[src/rtl/uart_rx_fifo_pkg.sv]
// Shared UART constants and divider helpers, kept common with uart_rx/uart_tx.
package uart_rx_fifo_pkg;

  localparam int UART_DATA_W     = 8;
  localparam int UART_FRAME_BITS = 10;
  localparam int UART_OVERSAMPLE = 16;

  // Oversample tick divider, integer division exactly as uart_rx computes it.
  function automatic int baud_div(input int clk_freq, input int baud_rate);
    return clk_freq / (baud_rate * UART_OVERSAMPLE);
  endfunction

  // Clock cycles spanned by a number of idle character times.
  function automatic int timeout_cyc(input int chars, input int clk_freq, input int baud_rate);
    return chars * UART_FRAME_BITS * UART_OVERSAMPLE * baud_div(clk_freq, baud_rate);
  endfunction

endpackage

[src/rtl/uart_rx_fifo_sync_fifo.sv]
// First-word-fall-through synchronous FIFO: storage, pointers and occupancy.
module sync_fifo #(
  parameter int WIDTH = 8,
  parameter int DEPTH = 16
) (
  input  logic                       clk,
  input  logic                       reset,
  input  logic                       wr_en,
  input  logic [WIDTH-1:0]           wr_data,
  input  logic                       rd_en,
  output logic                       rd_valid,
  output logic [WIDTH-1:0]           rd_data,
  output logic [$clog2(DEPTH):0]     count,
  output logic                       full
);

  localparam int AW = $clog2(DEPTH);
  localparam int CW = AW + 1;

  logic [WIDTH-1:0] mem [DEPTH];
  logic [AW-1:0]    wr_ptr;
  logic [AW-1:0]    rd_ptr;
  logic             empty;
  logic             rd_ok;
  logic             wr_ok;

  assign empty    = (count == '0);
  assign full     = (count == CW'(DEPTH));
  assign rd_valid = ~empty;
  // A pop frees the slot on the same edge, so a full FIFO still accepts a write.
  assign rd_ok    = rd_en & ~empty;
  assign wr_ok    = wr_en & (~full | rd_ok);
  assign rd_data  = empty ? '0 : mem[rd_ptr];

  // Storage write; data is never reset, only the pointers qualify it.
  always_ff @(posedge clk) begin
    if (wr_ok) mem[wr_ptr] <= wr_data;
  end

  // Pointer and occupancy update; pointers wrap naturally at DEPTH.
  always_ff @(posedge clk) begin
    if (reset) begin
      wr_ptr <= '0;
      rd_ptr <= '0;
      count  <= '0;
    end else begin
      if (wr_ok) wr_ptr <= wr_ptr + AW'(1);
      if (rd_ok) rd_ptr <= rd_ptr + AW'(1);
      case ({wr_ok, rd_ok})
        2'b10:   count <= count + CW'(1);
        2'b01:   count <= count - CW'(1);
        default: count <= count;
      endcase
    end
  end

endmodule

[src/rtl/uart_rx_fifo.sv]
// Receive buffer behind uart_rx: edge-captured bytes into a FWFT FIFO, with
// sticky overrun, almost-full level and an idle-line timeout pulse.
module uart_rx_fifo
  import uart_rx_fifo_pkg::*;
#(
  parameter int CLK_FREQ      = 50_000_000,
  parameter int BAUD_RATE     = 9600,
  parameter int DEPTH         = 16,
  parameter int AF_LEVEL      = 12,
  parameter int TIMEOUT_CHARS = 4
) (
  input  logic                     clk,
  input  logic                     reset,
  input  logic                     rx_valid,
  input  logic [UART_DATA_W-1:0]   rx_data,
  input  logic                     rd_en,
  output logic                     rd_valid,
  output logic [UART_DATA_W-1:0]   rd_data,
  output logic [$clog2(DEPTH):0]   count,
  output logic                     almost_full,
  output logic                     overrun,
  input  logic                     overrun_clr,
  output logic                     idle_timeout
);

  localparam int CW          = $clog2(DEPTH) + 1;
  localparam int TIMEOUT_CYC = timeout_cyc(TIMEOUT_CHARS, CLK_FREQ, BAUD_RATE);
  localparam int TW          = $clog2(TIMEOUT_CYC + 1);

  logic          rx_valid_q;
  logic          push;
  logic          pop;
  logic          full;
  logic          drop;
  logic          next_empty;
  logic [TW-1:0] timer;

  // Timer advance that parks at the terminal value instead of wrapping.
  function automatic logic [TW-1:0] sat_inc(input logic [TW-1:0] v);
    return (v < TW'(TIMEOUT_CYC)) ? v + TW'(1) : v;
  endfunction

  assign push        = rx_valid & ~rx_valid_q;
  assign pop         = rd_en & rd_valid;
  assign drop        = push & full & ~pop;
  // Occupancy will be zero after this edge (a push always clears the timer anyway).
  assign next_empty  = ~push & (~rd_valid | (pop & (count == CW'(1))));
  assign almost_full = (count >= CW'(AF_LEVEL));

  sync_fifo #(
    .WIDTH (UART_DATA_W),
    .DEPTH (DEPTH)
  ) u_fifo (
    .clk      (clk),
    .reset    (reset),
    .wr_en    (push),
    .wr_data  (rx_data),
    .rd_en    (rd_en),
    .rd_valid (rd_valid),
    .rd_data  (rd_data),
    .count    (count),
    .full     (full)
  );

  // rx_valid history for edge detect; resets high so a level held through reset is ignored.
  always_ff @(posedge clk) begin
    if (reset) rx_valid_q <= 1'b1;
    else       rx_valid_q <= rx_valid;
  end

  // Sticky overrun; a drop in the same cycle as a clear keeps the flag set.
  always_ff @(posedge clk) begin
    if (reset)            overrun <= 1'b0;
    else if (drop)        overrun <= 1'b1;
    else if (overrun_clr) overrun <= 1'b0;
  end

  // Idle timer: restarts on any push or when the FIFO drains, pulses once on reaching the limit.
  always_ff @(posedge clk) begin
    if (reset) begin
      timer        <= '0;
      idle_timeout <= 1'b0;
    end else begin
      timer        <= (push | next_empty) ? '0 : sat_inc(timer);
      idle_timeout <= ~push & ~next_empty & (timer == TW'(TIMEOUT_CYC - 1));
    end
  end

endmodule
[config.mk]
export PLATFORM = sky130hd
export DESIGN_NAME = uart_rx_fifo
export DESIGN_NICKNAME = d
export VERILOG_FILES = /design/src/rtl/uart_rx_fifo_pkg.sv /design/src/rtl/uart_rx_fifo_sync_fifo.sv /design/src/rtl/uart_rx_fifo.sv
export SDC_FILE = /design/constraint.sdc
export NUM_CORES = 1
export LEC_CHECK = 0
export BUFFER_PORTS_ARGS = -buffer_cell sky130_fd_sc_hd__buf_2
export CAP_MARGIN = 40
export CORE_MARGIN = 3
export CORE_UTILIZATION = 40
export DETAILED_ROUTE_END_ITERATION = 8
export PLACE_DENSITY = 0.66
export SYNTH_ARGS = -nofsm -noshare
export SYNTH_HDL_FRONTEND = slang
export SYNTH_HIERARCHICAL = 1
export SYNTH_SLANG_ARGS = --single-unit
[constraint.sdc]
create_clock -name clk -period 9.3 [get_ports clk]
set_input_delay 1.86 -clock clk [delete_from_list [all_inputs] [get_ports clk]]
set_output_delay 1.86 -clock clk [all_outputs]
set_load 0.1 [all_outputs]
==> out/qor.tcl <==
set qor(ys.flop_type) {sky130_fd_sc_hd__edfxtp_1}
set qor(final_cells) 727
set qor(max-vdd-ir-drop_uv) 290
set qor(cts_resized) 0
set qor(hold_viol) 0
set qor(cts_made_buffers) 17
set qor(grtUsageMet3) 0.0434
set qor(synth_commonest_cells) {sky130_fd_sc_hd__edfxtp_1 (128), sky130_fd_sc_hd__dfxtp_1 (38), sky130_fd_sc_hd__mux4_2 (32)}
set qor(worst-setup-path-type) {register to primary output}
set qor(place.gp.congestion) 0.835
set qor(fillCellCount) 1429
set qor(cts_htree_levels) 4
set qor(nets) 517
set qor(synth-edff-count) 128
set qor(outcome) {finished clean}
set qor(post_synth_inst_count) 460
set qor(cts.repair_timing.setup_buffer_count) 0
set qor(cts.root.buffer_cell) {sky130_fd_sc_hd__clkbuf_16}
set qor(antenna_found_initial) 0
set qor(largest_driver_fanout_on_the_critical_path) 9
set qor(max_slew_margin) 0.384
set qor(final.period_utilization) 0.489
set qor(die_width_um) 139
set qor(cp_slowest_stage_delay_ns) 0.70
set qor(final_wl_um) 13300
set qor(cts.clk_slew.worst_paths_ns) 0.06
set qor(multiInputGateArea_um2) 2250
set qor(area_leader_netlist) {sky130_fd_sc_hd__edfxtp_1}
set qor(synth_seq_area_share) 0.653
set qor(netlist_area_um2) 7050
set qor(grt_first_pass_wirelength_um) 21600
set qor(nature_of_the_critical_path_endpoint) {primary output}
set qor(worstSetupStartpointType) {register}
set qor(p_leak_nw) 2.58
set qor(cp_data_required_time_ns) 7.44
set qor(drc_violations_left) 0
set qor(routedWlPerCell_um) 18.3
set qor(critical-path-slowest-cell) {sky130_fd_sc_hd__nor2_1}
set qor(worst_ep_arrival_time_ns) 2.69
set qor(synth.yosys.warnings) 6
set qor(synth_seq_cells) 166
set qor(worst-slew-pin-transition_ns) 0.921
set qor(grt_max_degree) 33
set qor(number_of_cell_rows) 47
set qor(achievable-frequency_mhz) 220
set qor(dieHeight_um) 139
set qor(cell_by_cell_listing_of_the_critical_path) {or4_4 -> nor2_1 -> a211oi_1 -> buf_2}
set qor(max_cap_violations) 0
set qor(rsz0062_at_grt) {false}
set qor(hpwlAfterDp_um) 8660
set qor(gr-usage-all-layers) 0.143
set qor(drt-pass1-iter-count) 5
set qor(hp-class) {register to register}
set qor(io_buffer_count) 29
set qor(dr_total_vias) 4083
set qor(post_cts_hold_buffer_count) 0
set qor(synth.most_common_cell) {sky130_fd_sc_hd__edfxtp_1}
set qor(finalSetupTns_ns) 0
set qor(syn_nets) 483
set qor(report.final.slew_viol_count) 0
set qor(final-setup-viol-count) 0
set qor(area_growth_from_synthesis_to_final_layout_pct) 14.3
set qor(ff_latch_area_um2) 4610
set qor(via_per_inst) 5.62
set qor(r2r_start) {u_fifo/count[4]}
set qor(clock_skew_ns) 0.00978
set qor(io_pins) 30
set qor(grt.met2_usage) 0.229
set qor(synthesis.area_per_instance_um2) 15.3
set qor(timing.hold.worst.start) {overrun}
set qor(ys_async_sr_fraction) 0
set qor(floorplan.initialDensity) 0.416
set qor(initial_drt_markers) 230
set qor(num_antenna_cells) 0
set qor(ant_nets) 0
set qor(yosysUniqueCellTypes) 55
set qor(post_synth_main_area_contributors) {sky130_fd_sc_hd__edfxtp_1 (55%), sky130_fd_sc_hd__dfxtp_1 (11%), sky130_fd_sc_hd__mux4_2 (10%)}
set qor(fin_crit_ns) 4.55
set qor(final_layout_size_suffix_gt1_frac) 0.223
set qor(tritoncts_num_sinks) 166
set qor(globalRoute.busiestLayer) {met2}
set qor(grt_overflow) 0
set qor(area_inside_the_core_boundary_um2) 16900
set qor(grt_util_met1) 0.191
set qor(synth.top_cell.area_share) 0.545
set qor(tritoncts) {yes}
set qor(clock_path_buffers) 2
set qor(post-place-cells) 693
set qor(floorplan.die_area_um2) 19300
set qor(grt_pass1_vias) 4130
set qor(power_density_nw_per_um2) 262
set qor(critPathLaunch) {u_fifo/count[3]}
set qor(clock_latency_on_the_worst_skew_pair_ns) 0.42
-- final timing paths --
path	slack [ns]	end	cells past startpoint
hold / removal	0.50	overrun	2
hold reg to reg	0.50	overrun	2
setup / recovery	4.75	rd_data[1]	4
setup reg to reg	6.28	u_fifo/count[4]	8
-- through the flow --
step | hold WS [ns] | setup WS, ns | util | power, mW | area [um2]
after detailed placement | 0.485 | 4.58 | 0.439 | 1.43 | 7440
after CTS | 0.502 | 4.72 | 0.475 | 2.13 | 8040
final | 0.496 | 4.75 | 0.476 | 2.11 | 8060
after global routing | 0.553 | 4.56 | 0.476 | 2.20 | 8060
after global placement | 0.478 | 4.74 | 0.437 | 1.41 | 7400
after floorplan | 0.468 | 3.65 | - | 1.33 | 7050
-- cell families (layout without fill, tap and decap cells) --
family                     after synthesis  count (layout)  share of synthesized area
AOI/OAI and AO/OA                       76              76                     0.0792
xor gates and xnor gates                 5               5                    0.00621
adders and majority gates               10              10                     0.0188
buffers and inverters                   45              92                     0.0273
DFF                                    166             166                      0.653
muxes                                   45              45                      0.121
and+or+nand+nor                        113             113                     0.0948
-- report_power, final --
part | internal, mW | switching [mW] | total (mW)
clock network | 0.424 | 0.280 | 0.705
logic | 0.150 | 0.413 | 0.563
registers | 0.815 | 0.0301 | 0.846
total | 1.39 | 0.723 | 2.11
-- registers in the layout (all words and copies together) (netlist names), named ones only --
name,flops
idle_timeout,1
overrun,1
rx_valid_q,1
timer,18
u_fifo/count,5
u_fifo/mem,128
u_fifo/rd_ptr,4
u_fifo/wr_ptr,4
-- metal layers --
metal	routed length (um)	vias up	part of all wire
met5	0	-	0
met4	118	0	0.0089
met2	6560	117	0.49
met1	5900	2058	0.44
li1	-	1897	-
met3	720	11	0.054
-- cells in the final DEF, fill, tap and decap left out, types with 4 or more instances in the layout --
cell type	count
sky130_fd_sc_hd__xor2_1	4
sky130_fd_sc_hd__buf_4	11
sky130_fd_sc_hd__nor3b_1	4
sky130_fd_sc_hd__nor2_1	22
sky130_fd_sc_hd__ha_1	9
sky130_fd_sc_hd__a211oi_1	18
sky130_fd_sc_hd__nand2_1	8
sky130_fd_sc_hd__nand4_1	5
sky130_fd_sc_hd__or4_1	12
sky130_fd_sc_hd__nand2b_1	6
sky130_fd_sc_hd__mux4_2	32
sky130_fd_sc_hd__mux2i_1	13
sky130_fd_sc_hd__nor4_1	5
sky130_fd_sc_hd__nor3_1	8
sky130_fd_sc_hd__a21oi_1	13
sky130_fd_sc_hd__dfxtp_1	37
sky130_fd_sc_hd__and2_1	8
sky130_fd_sc_hd__edfxtp_1	128
sky130_fd_sc_hd__nor2b_1	11
sky130_fd_sc_hd__buf_2	29
sky130_fd_sc_hd__clkbuf_16	17
sky130_fd_sc_hd__o21a_1	7
sky130_fd_sc_hd__inv_1	19
sky130_fd_sc_hd__o31ai_1	12
sky130_fd_sc_hd__nand3_1	10
-- critical path: cells and delay by family (launching register included) --
family                 cells  cell delay [ns]
flip-flops                 1             0.38
AO/OA/AOI/OAI              1             0.19
buffers and inverters      1             0.36
AND/OR/NAND/NOR            2             1.35
-- layout make-up --
class | instances | area share
Multi-Input combinational cell | 249 | 0.280
Inverter | 19 | 0.00885
Timing Repair Buffer | 41 | 0.0307
Tap cell | 220 | 0.0342
Sequential cell | 166 | 0.572
Clock buffer | 18 | 0.0533
Clock inverter | 14 | 0.0217
Note: power is estimated with default switching activity, not from simulation.
